[src/rtl/ofdm_symbol_mapper.sv]
// rtl/ofdm_symbol_mapper.sv - 802.11a Gray-coded constellation mapper with subcarrier tracking
// Optional pilot insertion (52-entry symbol with LFSR-scrambled pilots) under MAPPER_PILOT_EN.
module ofdm_symbol_mapper #(
  parameter int WIDTH     = 8,
  parameter int SCALE     = 16,
  parameter int N_DATA_SC = 48
) (
  input  logic             Clk,
  input  logic             Reset,
  input  logic             En,
  input  logic             Data,
  input  logic             Data_valid,
  output logic             Data_ready,
  input  logic [1:0]       Rate_mode,
  output logic [WIDTH-1:0] I_out,
  output logic [WIDTH-1:0] Q_out,
  output logic             Out_valid,
  output logic [5:0]       Sc_index,
  output logic             Sym_end
);

`ifdef MAPPER_PILOT_EN
  localparam int N_SC = 52;
`else
  localparam int N_SC = N_DATA_SC;
`endif

  logic [5:0] acc;
  logic [2:0] bit_cnt;
  logic [5:0] sc_cnt;
  logic [1:0] mode;

  logic              accept, first_bit, grp_done, emit, last_sc, pilot_now;
  logic [1:0]        eff_mode;
  logic [2:0]        n_bpsc;
  logic [5:0]        grp;
  logic signed [3:0] lvl_i, lvl_q;
  logic signed [31:0] prod_i, prod_q;
  logic [WIDTH-1:0]  i_next, q_next;

  // 16-QAM axis: first bit is the sign, second bit selects inner/outer level
  function automatic logic signed [3:0] qam16_lvl(input logic s, input logic m);
    logic signed [3:0] mag;
    mag = m ? 4'sd1 : 4'sd3;
    return s ? mag : -mag;
  endfunction

  function automatic logic signed [3:0] qam64_lvl(input logic s, input logic m1, input logic m0);
    logic signed [3:0] mag;
    case ({m1, m0})
      2'b00:   mag = 4'sd7;
      2'b01:   mag = 4'sd5;
      2'b11:   mag = 4'sd3;
      default: mag = 4'sd1;
    endcase
    return s ? mag : -mag;
  endfunction

`ifdef MAPPER_PILOT_EN
  logic [6:0] lfsr;
  logic       pilot_slot, pilot_neg;

  always_comb begin
    pilot_slot = (sc_cnt == 6'd5) || (sc_cnt == 6'd19) || (sc_cnt == 6'd32) || (sc_cnt == 6'd46);
    // Pilot polarity {+,+,+,-} scrambled by p_n (tap bit 0 -> +1)
    pilot_neg  = (sc_cnt == 6'd46) ^ (lfsr[6] ^ lfsr[3]);
  end

  assign Data_ready = !pilot_slot;
  assign pilot_now  = pilot_slot && En;
`else
  assign Data_ready = 1'b1;
  assign pilot_now  = 1'b0;
`endif

  always_comb begin
    accept    = Data_valid && Data_ready && En;
    first_bit = (sc_cnt == 6'd0) && (bit_cnt == 3'd0);
    eff_mode  = first_bit ? Rate_mode : mode;
    case (eff_mode)
      2'd0:    n_bpsc = 3'd1;
      2'd1:    n_bpsc = 3'd2;
      2'd2:    n_bpsc = 3'd4;
      default: n_bpsc = 3'd6;
    endcase

    grp = acc;
    for (int k = 0; k < 6; k++) begin
      if (bit_cnt == 3'(k)) grp[k] = Data;
    end
    grp_done = accept && (bit_cnt == n_bpsc - 3'd1);
    emit     = grp_done || pilot_now;
    last_sc  = (sc_cnt == 6'(N_SC - 1));

    case (eff_mode)
      2'd0: begin
        lvl_i = grp[0] ? 4'sd1 : -4'sd1;
        lvl_q = 4'sd0;
      end
      2'd1: begin
        lvl_i = grp[0] ? 4'sd1 : -4'sd1;
        lvl_q = grp[1] ? 4'sd1 : -4'sd1;
      end
      2'd2: begin
        lvl_i = qam16_lvl(grp[0], grp[1]);
        lvl_q = qam16_lvl(grp[2], grp[3]);
      end
      default: begin
        lvl_i = qam64_lvl(grp[0], grp[1], grp[2]);
        lvl_q = qam64_lvl(grp[3], grp[4], grp[5]);
      end
    endcase

`ifdef MAPPER_PILOT_EN
    if (pilot_now) begin
      lvl_i = pilot_neg ? -4'sd1 : 4'sd1;
      lvl_q = 4'sd0;
    end
`endif

    prod_i = 32'(int'(lvl_i) * SCALE);
    prod_q = 32'(int'(lvl_q) * SCALE);
    i_next = prod_i[WIDTH-1:0];
    q_next = prod_q[WIDTH-1:0];
  end

  always_ff @(posedge Clk or negedge Reset) begin
    if (!Reset) begin
      acc       <= '0;
      bit_cnt   <= '0;
      sc_cnt    <= '0;
      mode      <= 2'd0;
      I_out     <= '0;
      Q_out     <= '0;
      Out_valid <= 1'b0;
      Sym_end   <= 1'b0;
      Sc_index  <= '0;
    end else if (!En) begin
      acc       <= '0;
      bit_cnt   <= '0;
      sc_cnt    <= '0;
      mode      <= 2'd0;
      I_out     <= '0;
      Q_out     <= '0;
      Out_valid <= 1'b0;
      Sym_end   <= 1'b0;
      Sc_index  <= '0;
    end else begin
      Out_valid <= emit;
      Sym_end   <= emit && last_sc;
      if (accept) begin
        if (first_bit) mode <= Rate_mode;
        if (grp_done) begin
          acc     <= '0;
          bit_cnt <= '0;
        end else begin
          acc     <= grp;
          bit_cnt <= bit_cnt + 3'd1;
        end
      end
      if (emit) begin
        I_out    <= i_next;
        Q_out    <= q_next;
        Sc_index <= sc_cnt;
        sc_cnt   <= last_sc ? 6'd0 : sc_cnt + 6'd1;
      end
    end
  end

`ifdef MAPPER_PILOT_EN
  // Pilot scrambler steps once per symbol (x^7 + x^4 + 1)
  always_ff @(posedge Clk or negedge Reset) begin
    if (!Reset) begin
      lfsr <= 7'h7f;
    end else if (!En) begin
      lfsr <= 7'h7f;
    end else if (emit && last_sc) begin
      lfsr <= {lfsr[5:0], lfsr[6] ^ lfsr[3]};
    end
  end
`endif

endmodule

[config.mk]
export PLATFORM = sky130hd
export DESIGN_NAME = ofdm_symbol_mapper
export DESIGN_NICKNAME = d
export VERILOG_FILES = /design/src/rtl/ofdm_symbol_mapper.sv
export SDC_FILE = /design/constraint.sdc
export NUM_CORES = 1
export LEC_CHECK = 0
export CORE_MARGIN = 2
export CORE_UTILIZATION = 58
export DETAILED_ROUTE_END_ITERATION = 12
export GPL_ROUTABILITY_DRIVEN = 1
export PLACE_DENSITY = 0.89
export SYNTH_ARGS = -nofsm -noshare
export SYNTH_HDL_FRONTEND = slang
export SYNTH_SLANG_ARGS = --single-unit
[constraint.sdc]
create_clock -name Clk -period 3.35 [get_ports Clk]
set_clock_uncertainty 0.05 [all_clocks]
set_input_delay 1.005 -clock Clk [delete_from_list [all_inputs] [get_ports Clk]]
set_output_delay 1.005 -clock Clk [all_outputs]
set_load 0.05 [all_outputs]
==> results.md <==
- The run finished with clean final reports.
- The critical path start-end classification is in -> reg.
- Across every metal layer, demand over resource in global routing totals 0.238.
- The number of remaining DRC errors is 0.
- The clock net in this run drives a total of 33 sinks.
- The die outline height is between 60 and 70 um.
- The number of enable-type register cells in the synthesized netlist is 0.
- At the worst endpoint, the required time is around 3.5 ns.
- The fraction of layout cells with a size suffix above 1 is 0.0972.
- The count of hold-fix buffers inserted at cts is 0.
- Synthesis handed over a netlist of 223 instances.
- The total of cells resized after clock tree synthesis is 0.
- The clock transition time at the flip-flop clock pins of the worst setup and hold paths is approximately 0.10 ns.
- Setup repair after global routing left no endpoint under its margin.
- The first-pass GRT wire length is roughly 7.4 mm.
- The headroom to the max-slew limit is 0.599.
- The post-layout instance area is approximately 2300 um2.
- The category of the worst setup path capture point is a flop.
- During synthesis, Yosys emitted a total of 0 warnings.
- The transition time of the tightest slew-check pin is between 0.5 and 0.6 ns.
- Of the total power, the clock network draws 0.174.
- Cell internal power was estimated by the tool at between 0.0007 and 0.0008 W.
- VDD sags by at most 0.000376 V.
- The fraction of power consumed by sequential logic is 0.396.
- The number of hold violations in the final report was 0.
- The fraction of the core area covered by cells at the end of the flow is 0.698.
- The number of antenna violations at the first check in global routing came to 0.
- The via count of the first global-routing pass is 1586.
- For this block, the initial DRC count from the detailed router was 95.
- Leaving out fill and tap cells, the most frequent cells in the layout are 33 x sky130_fd_sc_hd__dfrtp_1, 30 x sky130_fd_sc_hd__nand2_1, 22 x sky130_fd_sc_hd__clkdlybuf4s50_1, 14 x sky130_fd_sc_hd__inv_1, 14 x sky130_fd_sc_hd__nor2_1.
- The tightest hold path in the finished design has a slack of ~0.45 ns.
- During placement, the flow inserted port buffers numbering 22.
- The path class of the tightest hold or removal check is reg -> reg.
- The placement row count is 21.
- The final period demand of the worst path is 2.76 ns.
- In this run the standard cell core region covers 3360 um2.
- The number of antenna repair diodes is 0.
- The number of buffers on the longest clock path is 2.
- The total wire length is 4.37 mm.
- The timing-limited maximum frequency is approximately 360 MHz.
- The pin count of the biggest net entering global routing is 37.
- The startpoint of the worst register-to-register path is bit_cnt[0].
- The cell chosen for the clock root is sky130_fd_sc_hd__clkbuf_4.
- The placed standard-cell area is around 2300 um2.
- Measured along the x axis, the die boundary spans about 63 um.
- The worst hold path stage count is 1.
- The post-synthesis instance area is slightly above 2000 um2.
- After synthesis the netlist holds a flip-flop and latch count of 33.
- Dividing the detail-routed wire length by the instance count gives around 15 um.
- The most used flip-flop cell after synthesis is sky130_fd_sc_hd__dfrtp_1.
- The signed area change from the synthesized netlist to the final layout is 14.7%.
- The data arrival time at the worst-slack endpoint is between 2 and 3 ns.
- The number of max-cap violations is 0.
- The number of H-tree levels is 2.
- The unique cell type count in the Yosys netlist is between 40 and 50.
- Of the total power, the share spent switching nets is 0.416.
- The detail route stage leaves a number of antenna-violating nets equal to 0.
- Of the synthesized area, sequential elements account for 0.404.
- The number of buffers created by CTS is 5.
- TritonCTS built the clock tree.
- In this run the most critical hold path is launched from I_out[4].
- The floorplan step defined a die boundary enclosing around 4000 um2.
- The worst flop-to-flop path endpoint is I_out[5].
- Dividing the final minimum period by the clock period gives 0.823.
- The number of max-slew violations in the final report came to 0.
- Counting the fill cells in the layout gives about 280.
- The post-CTS setup-driven buffer insertion count is 0.
- Detailed placement ended at an HPWL of around 3.1 mm.
- Of the total power, combinational logic draws 0.430.
- The starting density of the core is 0.608.
- In the routed layout, each cell is associated on average with a via count of between 5 and 6.
- The boundary pin count is 32.
- The static leakage power is 1.05 nW.
- After synthesis, the share of flip-flops with an asynchronous set or reset is 1.00.
- For the worst-skew pair, the clock arrives at the later sink with an insertion delay of 0.34 ns.
- The final RePlAce weighted congestion is 0.911.
- The worst register-to-register path has a depth of 8.
- The analysis attributes to net switching a power of 0.000516 W.
- The overall via count from detail_route is between 1.5k and 2k.
- The register-to-register setup slack is 0.82 ns.
- The length of the first detailed-routing pass in iterations is 4.
- The kind of start point of the critical path is an input pin.
- In the final timing run, aggregate negative setup slack is 0 ns.
- The setup violation total in the final timing report is 0.
- Of all nets on the critical path, the largest fanout is 11.
- The aggregate global routing overflow is 0.
- The number of nets in the final layout is around 260.
- The total power per unit cell area is approximately 530 nW/um2.
- Averaged over all synthesized cells, the footprint is 9.17 um2.
- The worst hold path terminates at I_out[4].
- Leaving out fill and tap cells, the most frequent cell in the layout is sky130_fd_sc_hd__dfrtp_1.
through the flow:
stage	std cells	setup slack [ns]	total power, W
floorplan	230	0.893	0.000880
detailed placement	285	0.265	0.00102
CTS	293	0.619	0.00124
global route	293	0.393	0.00130
global placement	285	0.304	0.00101
finish	293	0.592	0.00124
kinds of logic after synthesis:
group | share of synthesized area
AOI/OAI and AO/OA | 0.158
xor gates and xnor gates | 0.00856
adders and majority gates | 0.0673
buffers and inverters | 0.0838
DFF | 0.404
muxes | 0.0826
other | 0.00367
and+or+nand+nor | 0.192
critical path, stage by stage:
cell,delay [ns]
sky130_fd_sc_hd__clkdlybuf4s50_1,0.55
sky130_fd_sc_hd__nand4bb_1,0.15
sky130_fd_sc_hd__a211oi_1,0.24
sky130_fd_sc_hd__mux2i_1,0.10
sky130_fd_sc_hd__o211ai_1,0.35
sky130_fd_sc_hd__buf_4,0.27
sky130_fd_sc_hd__a2bb2oi_1,0.22
sky130_fd_sc_hd__nor2_1,0.06
final cells by class:
class	instances	area, um2	share of cell area
well taps	46	57.6	0.0245
flip-flops and latches	33	826	0.352
inverters	14	52.6	0.0224
multi-input cells	163	1070	0.458
clock buffers	6	41.3	0.0176
clock inverters	2	10.0	0.00426
repair buffers	29	285	0.122
routing by layer:
metal,routed length (um),share of wire,vias to the layer above,global-route usage
li1,-,-,791,-
met5,0,0,-,0
met4,69,0.016,0,0.101
met2,2110,0.48,41,0.378
met1,2010,0.46,796,0.321
met3,189,0.043,7,0.0446
registers in the layout, indices dropped and copies added, names as in the netlist:
register,flops
bit_cnt,3
Q_out,4
sc_cnt,6
Sym_end,1
Sc_index,6
acc,6
Out_valid,1
I_out,4
mode,2
power by group through the flow:
stage,sequential [W],combinational [W],clock [W]
floorplan,0.000605,0.000275,0
global placement,0.000495,0.000518,0
detailed placement,0.000497,0.000528,0
CTS,0.000490,0.000532,0.000219
global route,0.000496,0.000571,0.000230
finish,0.000490,0.000533,0.000216
synth_stat cells, drive strengths merged, types with 5 or more instances:
cell,number,area share
inv,14,0.026
mux2i,10,0.055
ha,11,0.067
dfrtp,33,0.40
mux2,5,0.028
nor2,14,0.026
nand2,31,0.061
a31oi,6,0.018
nor3,7,0.023
a21oi,10,0.024
buf,16,0.050
o21ai,11,0.027
how the worst max path moves through the flow:
| stage | startpoint | end | slack [ns] |
|---|---|---|---|
| 2_1_floorplan | Data_valid | I_out[5] | 0.89 |
| 3_3_place_gp | En | sc_cnt[5] | 0.30 |
| 3_5_place_dp | En | sc_cnt[4] | 0.27 |
| 4_1_cts | En | sc_cnt[4] | 0.62 |
| 5_1_grt | En | sc_cnt[5] | 0.39 |
| 6_report | En | bit_cnt[1] | 0.59 |
Note: power is estimated with default switching activity, not from simulation.
